## src/rtl/simmem_wresp_bank.sv

```systemverilog
// Write-response bank: reserves entries, stores memory B responses, releases them in per-ID order.
// Define SIMMEM_WRESP_NO_DELAY_EN to ignore release_en_i (zero-delay pass-through).
module simmem_wresp_bank #(
    parameter int unsigned Capacity  = 16,
    parameter int unsigned AddrWidth = $clog2(Capacity),
    parameter int unsigned IdWidth   = 4,
    parameter int unsigned RespWidth = 2
) (
    input  logic                 clk_i,
    input  logic                 rst_ni,

    input  logic                 rsv_valid_i,
    output logic                 rsv_ready_o,
    input  logic [IdWidth-1:0]   rsv_id_i,
    output logic [AddrWidth-1:0] rsv_iid_o,

    input  logic                 wresp_in_valid_i,
    output logic                 wresp_in_ready_o,
    input  logic [IdWidth-1:0]   wresp_in_id_i,
    input  logic [RespWidth-1:0] wresp_in_resp_i,

    input  logic [Capacity-1:0]  release_en_i,
    output logic [Capacity-1:0]  released_addr_onehot_o,

    output logic                 wresp_out_valid_o,
    input  logic                 wresp_out_ready_i,
    output logic [IdWidth-1:0]   wresp_out_id_o,
    output logic [RespWidth-1:0] wresp_out_resp_o
);

    logic [Capacity-1:0]  v_q, v_d, f_q, f_d;
    logic [IdWidth-1:0]   id_q    [Capacity];
    logic [RespWidth-1:0] resp_q  [Capacity];
    logic [Capacity-1:0]  older_q [Capacity];
    logic [Capacity-1:0]  older_d [Capacity];

    logic [Capacity-1:0]  rel_mask;
    logic [Capacity-1:0]  head, elig;
    logic [Capacity-1:0]  fill_cand, fill_tgt;
    logic [Capacity-1:0]  rsv_onehot, fill_onehot, win_onehot, win_clr;
    logic [AddrWidth-1:0] rsv_iid;
    logic                 rsv_found, fill_found, win_found;
    logic                 rsv_fire, fill_fire, load;
    logic [IdWidth-1:0]   win_id;
    logic [RespWidth-1:0] win_resp;

    logic                 out_valid_q;
    logic [IdWidth-1:0]   out_id_q;
    logic [RespWidth-1:0] out_resp_q;
    logic [Capacity-1:0]  pulse_q;

`ifdef SIMMEM_WRESP_NO_DELAY_EN
    logic unused_release_en;
    assign unused_release_en = ^release_en_i;
    assign rel_mask = '1;
`else
    assign rel_mask = release_en_i;
`endif

    // Lowest free entry is offered for reservation.
    always_comb begin
        rsv_iid    = '0;
        rsv_found  = 1'b0;
        rsv_onehot = '0;
        for (int unsigned i = 0; i < Capacity; i++) begin
            if (!v_q[i] && !rsv_found) begin
                rsv_found     = 1'b1;
                rsv_iid       = AddrWidth'(i);
                rsv_onehot[i] = 1'b1;
            end
        end
    end

    assign rsv_ready_o = |(~v_q);
    assign rsv_iid_o   = rsv_iid;
    assign rsv_fire    = rsv_valid_i & rsv_ready_o;

    // Fill target is the oldest unfilled reservation carrying the incoming BID.
    always_comb begin
        for (int unsigned i = 0; i < Capacity; i++) begin
            fill_cand[i] = v_q[i] & ~f_q[i] & (id_q[i] == wresp_in_id_i);
        end
        for (int unsigned i = 0; i < Capacity; i++) begin
            fill_tgt[i] = fill_cand[i] & ~|(older_q[i] & fill_cand);
        end
    end

    always_comb begin
        fill_onehot = '0;
        fill_found  = 1'b0;
        for (int unsigned i = 0; i < Capacity; i++) begin
            if (fill_tgt[i] && !fill_found) begin
                fill_found     = 1'b1;
                fill_onehot[i] = 1'b1;
            end
        end
    end

    assign wresp_in_ready_o = |fill_tgt;
    assign fill_fire        = wresp_in_valid_i & wresp_in_ready_o;

    // An entry is the per-ID head when no older live entry shares its id.
    always_comb begin
        head = '1;
        for (int unsigned i = 0; i < Capacity; i++) begin
            for (int unsigned j = 0; j < Capacity; j++) begin
                if (older_q[i][j] && v_q[j] && (id_q[j] == id_q[i])) begin
                    head[i] = 1'b0;
                end
            end
        end
    end

    assign elig = v_q & f_q & rel_mask & head;

    always_comb begin
        win_onehot = '0;
        win_found  = 1'b0;
        win_id     = '0;
        win_resp   = '0;
        for (int unsigned i = 0; i < Capacity; i++) begin
            if (elig[i] && !win_found) begin
                win_found     = 1'b1;
                win_onehot[i] = 1'b1;
                win_id        = id_q[i];
                win_resp      = resp_q[i];
            end
        end
    end

    assign load    = (~out_valid_q | wresp_out_ready_i) & win_found;
    assign win_clr = load ? win_onehot : '0;

    always_comb begin
        v_d = v_q;
        f_d = f_q;
        if (rsv_fire) begin
            v_d = v_d | rsv_onehot;
            f_d = f_d & ~rsv_onehot;
        end
        if (fill_fire) begin
            f_d = f_d | fill_onehot;
        end
        v_d = v_d & ~win_clr;
    end

    // The entry freed this cycle must not be recorded as older than a new reservation.
    always_comb begin
        for (int unsigned i = 0; i < Capacity; i++) begin
            older_d[i] = older_q[i] & ~win_clr;
            if (rsv_fire && rsv_onehot[i]) begin
                older_d[i] = v_q & ~win_clr;
            end
        end
    end

    always_ff @(posedge clk_i or negedge rst_ni) begin
        if (!rst_ni) begin
            v_q <= '0;
            f_q <= '0;
            for (int unsigned i = 0; i < Capacity; i++) begin
                id_q[i]    <= '0;
                resp_q[i]  <= '0;
                older_q[i] <= '0;
            end
        end else begin
            v_q <= v_d;
            f_q <= f_d;
            for (int unsigned i = 0; i < Capacity; i++) begin
                older_q[i] <= older_d[i];
                if (rsv_fire && rsv_onehot[i]) begin
                    id_q[i] <= rsv_id_i;
                end
                if (fill_fire && fill_onehot[i]) begin
                    resp_q[i] <= wresp_in_resp_i;
                end
            end
        end
    end

    always_ff @(posedge clk_i or negedge rst_ni) begin
        if (!rst_ni) begin
            out_valid_q <= 1'b0;
            out_id_q    <= '0;
            out_resp_q  <= '0;
            pulse_q     <= '0;
        end else begin
            pulse_q <= win_clr;
            if (load) begin
                out_valid_q <= 1'b1;
                out_id_q    <= win_id;
                out_resp_q  <= win_resp;
            end else if (wresp_out_ready_i) begin
                out_valid_q <= 1'b0;
            end
        end
    end

    assign wresp_out_valid_o      = out_valid_q;
    assign wresp_out_id_o         = out_id_q;
    assign wresp_out_resp_o       = out_resp_q;
    assign released_addr_onehot_o = pulse_q;

endmodule
```

## config.mk

```make
export PLATFORM = sky130hd
export DESIGN_NAME = simmem_wresp_bank
export DESIGN_NICKNAME = d
export VERILOG_FILES = /design/src/rtl/simmem_wresp_bank.sv
export SDC_FILE = /design/constraint.sdc
export NUM_CORES = 1
export LEC_CHECK = 0
export ABC_AREA = 1
export CAP_MARGIN = 10
export CORE_MARGIN = 2
export CORE_UTILIZATION = 30
export CTS_CLUSTER_SIZE = 24
export DETAILED_ROUTE_END_ITERATION = 12
export PLACE_DENSITY = 0.52
export SYNTH_ARGS = -nofsm -noshare
export SYNTH_HDL_FRONTEND = slang
export SYNTH_SLANG_ARGS = --single-unit
```

## constraint.sdc

```tcl
create_clock -name clk_i -period 6.19 [get_ports clk_i]
set_input_delay 1.238 -clock clk_i [delete_from_list [all_inputs] [get_ports clk_i]]
set_output_delay 1.238 -clock clk_i [all_outputs]
set_load 0.005 [all_outputs]
```

==> impl_metrics.json, run 1 <==
{
  "placed_area_um2": 31900,
  "area_growth_pct": 15.1,
  "tightest_slew_ns": 1.25,
  "max_cap_violations": 0,
  "ir_drop_mv": 0.314,
  "grt_pass1_wl_um": 249000,
  "dr.pass1.iters": 9,
  "cpPeakStageDelay_ns": 0.62,
  "grt_pass1_vias": 28891,
  "path_clk_slew_ns": 0.06,
  "power_density_nw_per_um2": 635,
  "place_hpwl_um": 141000,
  "numCtsBuffers": 51,
  "fin_area_um2": 33600,
  "rsz0062_at_grt": "no",
  "grt_overflow": 0,
  "crit_arrival_ns": 5.02,
  "hold_violations": 0,
  "layout_setup_ws_ns": -0.0660,
  "die_height_um": 316,
  "fin_skew_ns": 0.0277,
  "end_kind": "output port",
  "setup.worst_path.start_class": "primary input",
  "drtIter0Drc": 5410,
  "reg2reg_depth": 22,
  "min_path_cells": 2,
  "setup_tns_ns": -0.0660,
  "ys_seq_area_share_pct": 34.9,
  "cts_sinks": 407,
  "antenna_found_initial": 6,
  "initial_core_util_pct": 30.2,
  "htreeDepth": 2,
  "synth_edf_count": 0,
  "failed_checks": "negative setup slack",
  "syn-cell-area_um2": 29200,
  "syn_inst": 4338,
  "cp_slowest_cell": "clkdlybuf4s50_1",
  "grt_start_max_net_pins": 122,
  "yosys_most_used_dff": "dfrtp_1",
  "wl_um": 185000,
  "ant_nets": 0,
  "hold_class": "flop to flop",
  "ys_warn_count": 0,
  "ys_ff_latch": 407,
  "clock_latency_ns": 0.66,
  "pre_cts_slack_ns": 0.152,
  "async_reset_ff_share_pct": 100,
  "setup_viol": 1,
  "final_util_pct": 34.8,
  "crit_chain": "clkdlybuf4s50_1, inv_1, buf_12, o22ai_1, a21oi_1, nand3_1, inv_1, a22o_1, inv_1, nand3_1, nor3_1, nand4_1, nand3_1, nor2_1, nand2_1, clkdlybuf4s50_1",
  "slew_headroom_pct": 15.6,
  "dieWidth_um": 316,
  "cts_tree": "yes",
  "synth.distinct_cells": 56,
  "clk_path_buf_depth": 3,
  "fin_nets": 4450,
  "clock-root-buffer": "clkbuf_16",
  "viasPerCell": 5.61,
  "io_buffer_count": 59,
  "design.die.area_um2": 99800,
  "rows": 114,
  "crit_type": "primary input to output port",
  "maxSlewViolCount": 0,
  "leakagePower_nw": 17.9,
  "synth_fp_nets": 4369,
  "worstPathRequired_ns": 4.95,
  "fmax_mhz": 160,
  "crit_fanout": 16,
  "outcome": "finished, violations left",
  "vias": 32155,
  "layout-drive-gt1-share_pct": 8.59,
  "grt_usage_pct": 36.4,
  "gp_congestion": 1.11,
  "fp.coreArea_um2": 96600,
  "wl_per_cell_um": 32.2,
  "synth.avg_cell_area_um2": 6.73,
  "fin_crit_sh_pct": 101,
  "drc": 0,
  "post_cts_buffers": 0,
  "boundaryPins": 60,
  "period_needed_ns": 6.26
}
==> cell usage after synthesis (40+ instances only) <==
library cell | instances | area (um2)
nand2_1 | 1240 | 4650
nand3_1 | 246 | 1230
dfrtp_1 | 407 | 10200
buf_4 | 47 | 353
nor2_1 | 372 | 1400
inv_1 | 602 | 2260
xor2_1 | 325 | 2850
nor3_1 | 52 | 260
a21oi_1 | 40 | 200
nor4_1 | 56 | 350
clkbuf_1 | 70 | 263
buf_2 | 133 | 666
o22ai_1 | 42 | 263
nand4_1 | 116 | 726
o21ai_0 | 351 | 1760
==> worst max-delay path, delay by kind of cell <==
family	cells	cell delay, ns
AOI/OAI and AO/OA	3	0.45
buffers and inverters	6	1.68
and+or+nand+nor	7	1.64
==> worst paths after layout <==
kind	start	endpoint	slack (ns)
setup / recovery	wresp_in_id_i[2]	wresp_in_ready_o	-0.07
hold / removal	older_q[240]	older_q[240]	0.47
setup reg to reg	id_q[47]	older_q[11]	0.72
min in group asynchronous	rst_ni	id_q[62]	0.58
max in group asynchronous	rst_ni	older_q[30]	4.39
hold reg to reg	older_q[240]	older_q[240]	0.47
==> per-stage QoR <==
step	std cells	hold slack, ns	total power, W
2_1_floorplan	4338	0.436	0.0116
3_3_place_gp	5642	0.451	0.0174
5_1_grt	5734	0.496	0.0220
6_report	5736	0.475	0.0213
4_1_cts	5734	0.473	0.0206
3_5_place_dp	5642	0.457	0.0174
==> area by class of cell <==
type / instances / area, um2
tap: 1276 / 1600
multi-input combinational: 3031 / 15300
fill: 10451 / 63000
timing repair buffer: 297 / 2460
inverter: 631 / 2370
clock buffer: 68 / 1440
sequential: 407 / 10200
antenna: 2 / 5.00
clock inverter: 24 / 241
==> cell families (layout without fill, tap and decap cells) <==
group	after synthesis	after routing	share of synthesized area [%]
AND/OR/NAND/NOR	2151	2151	31.6
flip-flops	407	407	34.9
AO/OA/AOI/OAI	550	550	10.7
XOR/XNOR	329	329	9.88
multiplexers	1	1	0.0386
other	0	2	0
buffers and inverters	900	1020	12.9
==> timing repair <==
item                                    4_1_cts  5_1_grt
hold endpoints to repair                      0        0
endpoints found under the setup margin        0        1
hold buffers                                  0        0
resized for setup                             0        1
==> cells in the final DEF, fill, tap and decap left out, types with 40 or more instances in the layout <==
cell,n
a21oi_1,40
buf_4,232
clkbuf_16,52
clkdlybuf4s50_1,58
dfrtp_1,407
inv_1,602
nand2_1,1240
nand3_1,246
nand4_1,116
nor2_1,368
nor3_1,48
nor4_1,52
o21ai_0,351
o22ai_1,42
xor2_1,325
==> flip-flops by register name, indices dropped and copies added (netlist names) <==
signal,cells
older_q,256
id_q,64
resp_q,32
f_q,16
released_addr_onehot_o,16
v_q,16
wresp_out_id_o,4
wresp_out_resp_o,2
wresp_out_valid_o,1
==> power breakdown <==
group / internal, W / total [W] / switching (W) / leakage, nW
clock network: 0.00176 / 0.00309 / 0.00133 / 0.825
registers: 0.00364 / 0.00558 / 0.00193 / 5.00
logic: 0.00362 / 0.0127 / 0.00905 / 12.1
total: 0.00903 / 0.0213 / 0.0123 / 17.9
==> layer usage <==
metal  share of wire (%)  wire length [um]  vias up  GRT usage (%)
met1                  42             76800    15494           51.4
met5                   0                 0        -              0
met3                  12             22400      485           9.04
li1                    -                 -    13838              -
met2                  40             73400     2338           50.8
met4                 6.6             12100        0           19.2
Note: power is estimated with default switching activity, not from simulation.
==> inputs of run 2 (changes only) <==
RECOVER_POWER = 100   (was not set)
SKIP_CTS_REPAIR_TIMING = 1   (was not set)
==> run 2 against run 1 <==
Net effect:
- the flow finishes with violations (max-capacitance violations, max-slew violations, negative setup slack)
- first-iteration DRC count increased by 5.2%
- sequential power barely moved
- cell area down 0.51%
- total power decreased by 0.74%
- hold slack hardly changed
- combinational power about the same
- final cell count did not move
- critical path depth stayed put
- non-clock buffer count did not move
- clock skew about the same
- wire length fell by 0.18%
==> impl_metrics.json, run 2 (synthesized netlist as in run 1, its figures left out) <==
{
  "outcome": "finished, violations left",
  "failed_checks": "max-capacitance violations, max-slew violations, negative setup slack",
  "drc": 0,
  "maxSlewViolCount": 242,
  "wl_per_cell_um": 32.1,
  "ir_drop_mv": 0.305,
  "crit_arrival_ns": 5.01,
  "reg2reg_depth": 20,
  "regToRegSetupSlack_ns": -0.05,
  "hold_class": "flop to flop",
  "tightest_slew_ns": 4.51,
  "clock_latency_ns": 0.66,
  "setup_viol": 12,
  "grt_start_max_net_pins": 122,
  "clock-root-buffer": "clkbuf_16",
  "htreeDepth": 2,
  "hold_violations": 0,
  "min_path_cells": 2,
  "slew_headroom_pct": -201,
  "period_needed_ns": 6.24,
  "top_register": "older_q",
  "initial_core_util_pct": 30.2,
  "boundaryPins": 60,
  "grt_pass1_vias": 28891,
  "area_growth_pct": 14.5,
  "worstPathRequired_ns": 4.95,
  "dieWidth_um": 316,
  "cts_tree": "yes",
  "final_cell_mix": "1243 x nand2_1, 604 x inv_1, 407 x dfrtp_1, 380 x o21ai_0, 372 x nor2_1",
  "seqPwrFrac_pct": 26.3,
  "grt_pass1_wl_um": 249000,
  "clockPowerShare_pct": 14.6,
  "end_kind": "output port",
  "fillerInstances": 10483,
  "place_hpwl_um": 141000,
  "viasPerCell": 5.61,
  "fin_crit_sh_pct": 101,
  "final_cells": 5736,
  "p_comb_share_pct": 59.1,
  "p_sw_w": 0.0123,
  "rsz0062_at_grt": "no",
  "fp.coreArea_um2": 96600,
  "r2r-start": "id_q[47]",
  "wl_um": 184000,
  "pre_cts_slack_ns": 0.152,
  "power_density_nw_per_um2": 634,
  "crit_fanout": 16,
  "min_to": "older_q[225]",
  "vias": 32178,
  "design.die.area_um2": 99800,
  "grt_overflow": 0,
  "fin_nets": 4450,
  "placed_cells": 5642,
  "max_cap_violations": 9,
  "swShare_pct": 57.8,
  "grt_usage_pct": 36.4,
  "dr.pass1.iters": 9,
  "p_int_w": 0.00893,
  "min-delay-start": "older_q[225]",
  "timing.rr.end": "older_q[22]",
  "path_clk_slew_ns": 0.06,
  "largestRegisters": "older_q (256), id_q (64), resp_q (32)",
  "antenna_found_initial": 6,
  "fmax_mhz": 160,
  "io_buffer_count": 59,
  "layout-drive-gt1-share_pct": 7.78,
  "crit_type": "primary input to output port",
  "clk_path_buf_depth": 3,
  "numCtsBuffers": 51,
  "setup.worst_path.start_class": "primary input",
  "layout_setup_ws_ns": -0.0547,
  "cts_sinks": 407,
  "fin_skew_ns": 0.0276,
  "whs_ns": 0.474,
  "layout_commonest_cell": "nand2_1",
  "gp_congestion": 1.11,
  "largest_register_ffs": 256,
  "leakagePower_nw": 17.9,
  "drtIter0Drc": 5694,
  "rows": 114,
  "die_height_um": 316,
  "ant_nets": 0
}
## run 2: worst max-delay path, cell delays in order
cell,delay [ns]
clkdlybuf4s50_1,0.63
inv_1,0.13
buf_12,0.17
o22ai_1,0.15
a21oi_1,0.07
nand3_1,0.23
inv_1,0.18
a22o_1,0.22
inv_1,0.05
nand3_1,0.10
nor3_1,0.55
nand4_1,0.35
nand3_1,0.18
nor2_1,0.06
nand2_1,0.16
clkdlybuf4s50_1,0.54
## run 2: cell type report
| cell class | count | area [um2] | share of cell area (%) |
|---|---|---|---|
| Clock buffer | 68 | 1440 | 4.31 |
| Multi-Input combinational cell | 3031 | 15200 | 45.6 |
| Clock inverter | 24 | 241 | 0.723 |
| Timing Repair Buffer | 297 | 2330 | 6.99 |
| Inverter | 631 | 2370 | 7.10 |
| Tap cell | 1276 | 1600 | 4.78 |
| Sequential cell | 407 | 10200 | 30.5 |
| Antenna cell | 2 | 5.00 | 0.0150 |
## run 2: worst max path at each step
stage	from	to	slack, ns
after floorplan	wresp_in_id_i[2]	wresp_in_ready_o	1.89
after global placement	wresp_in_id_i[2]	wresp_in_ready_o	0.19
after detailed placement	wresp_in_id_i[2]	wresp_in_ready_o	0.15
after CTS	wresp_in_id_i[2]	wresp_in_ready_o	0.14
after global routing	wresp_in_id_i[1]	wresp_in_ready_o	0.01
final	wresp_in_id_i[2]	wresp_in_ready_o	-0.05
## run 2: power groups by stage
stage | clock (W) | sequential [W] | combinational [W]
floorplan | 0 | 0.00413 | 0.00745
global placement | 0 | 0.00546 | 0.0119
detailed placement | 0 | 0.00543 | 0.0120
CTS | 0.00313 | 0.00540 | 0.0120
global route | 0.00324 | 0.00552 | 0.0131
finish | 0.00309 | 0.00557 | 0.0125
## run 2: metrics by stage
stage / cell area (um2) / total power (W) / util, % / setup TNS (ns)
after floorplan: 29200 / 0.0116 / - / 0
after global placement: 31900 / 0.0174 / 33.0 / 0
after detailed placement: 31900 / 0.0174 / 33.0 / 0
after CTS: 33600 / 0.0206 / 34.8 / 0
after global routing: 33400 / 0.0219 / 34.6 / 0
final: 33400 / 0.0212 / 34.6 / -0.325
## run 2: per-layer routing
metal  track usage (%)  wire [um]  vias up
li1                  -          -    13825
met1              51.4      76500    15528
met2              50.8      73200     2317
met3              9.04      22500      508
met4              19.2      12200        0
met5                 0          0        -
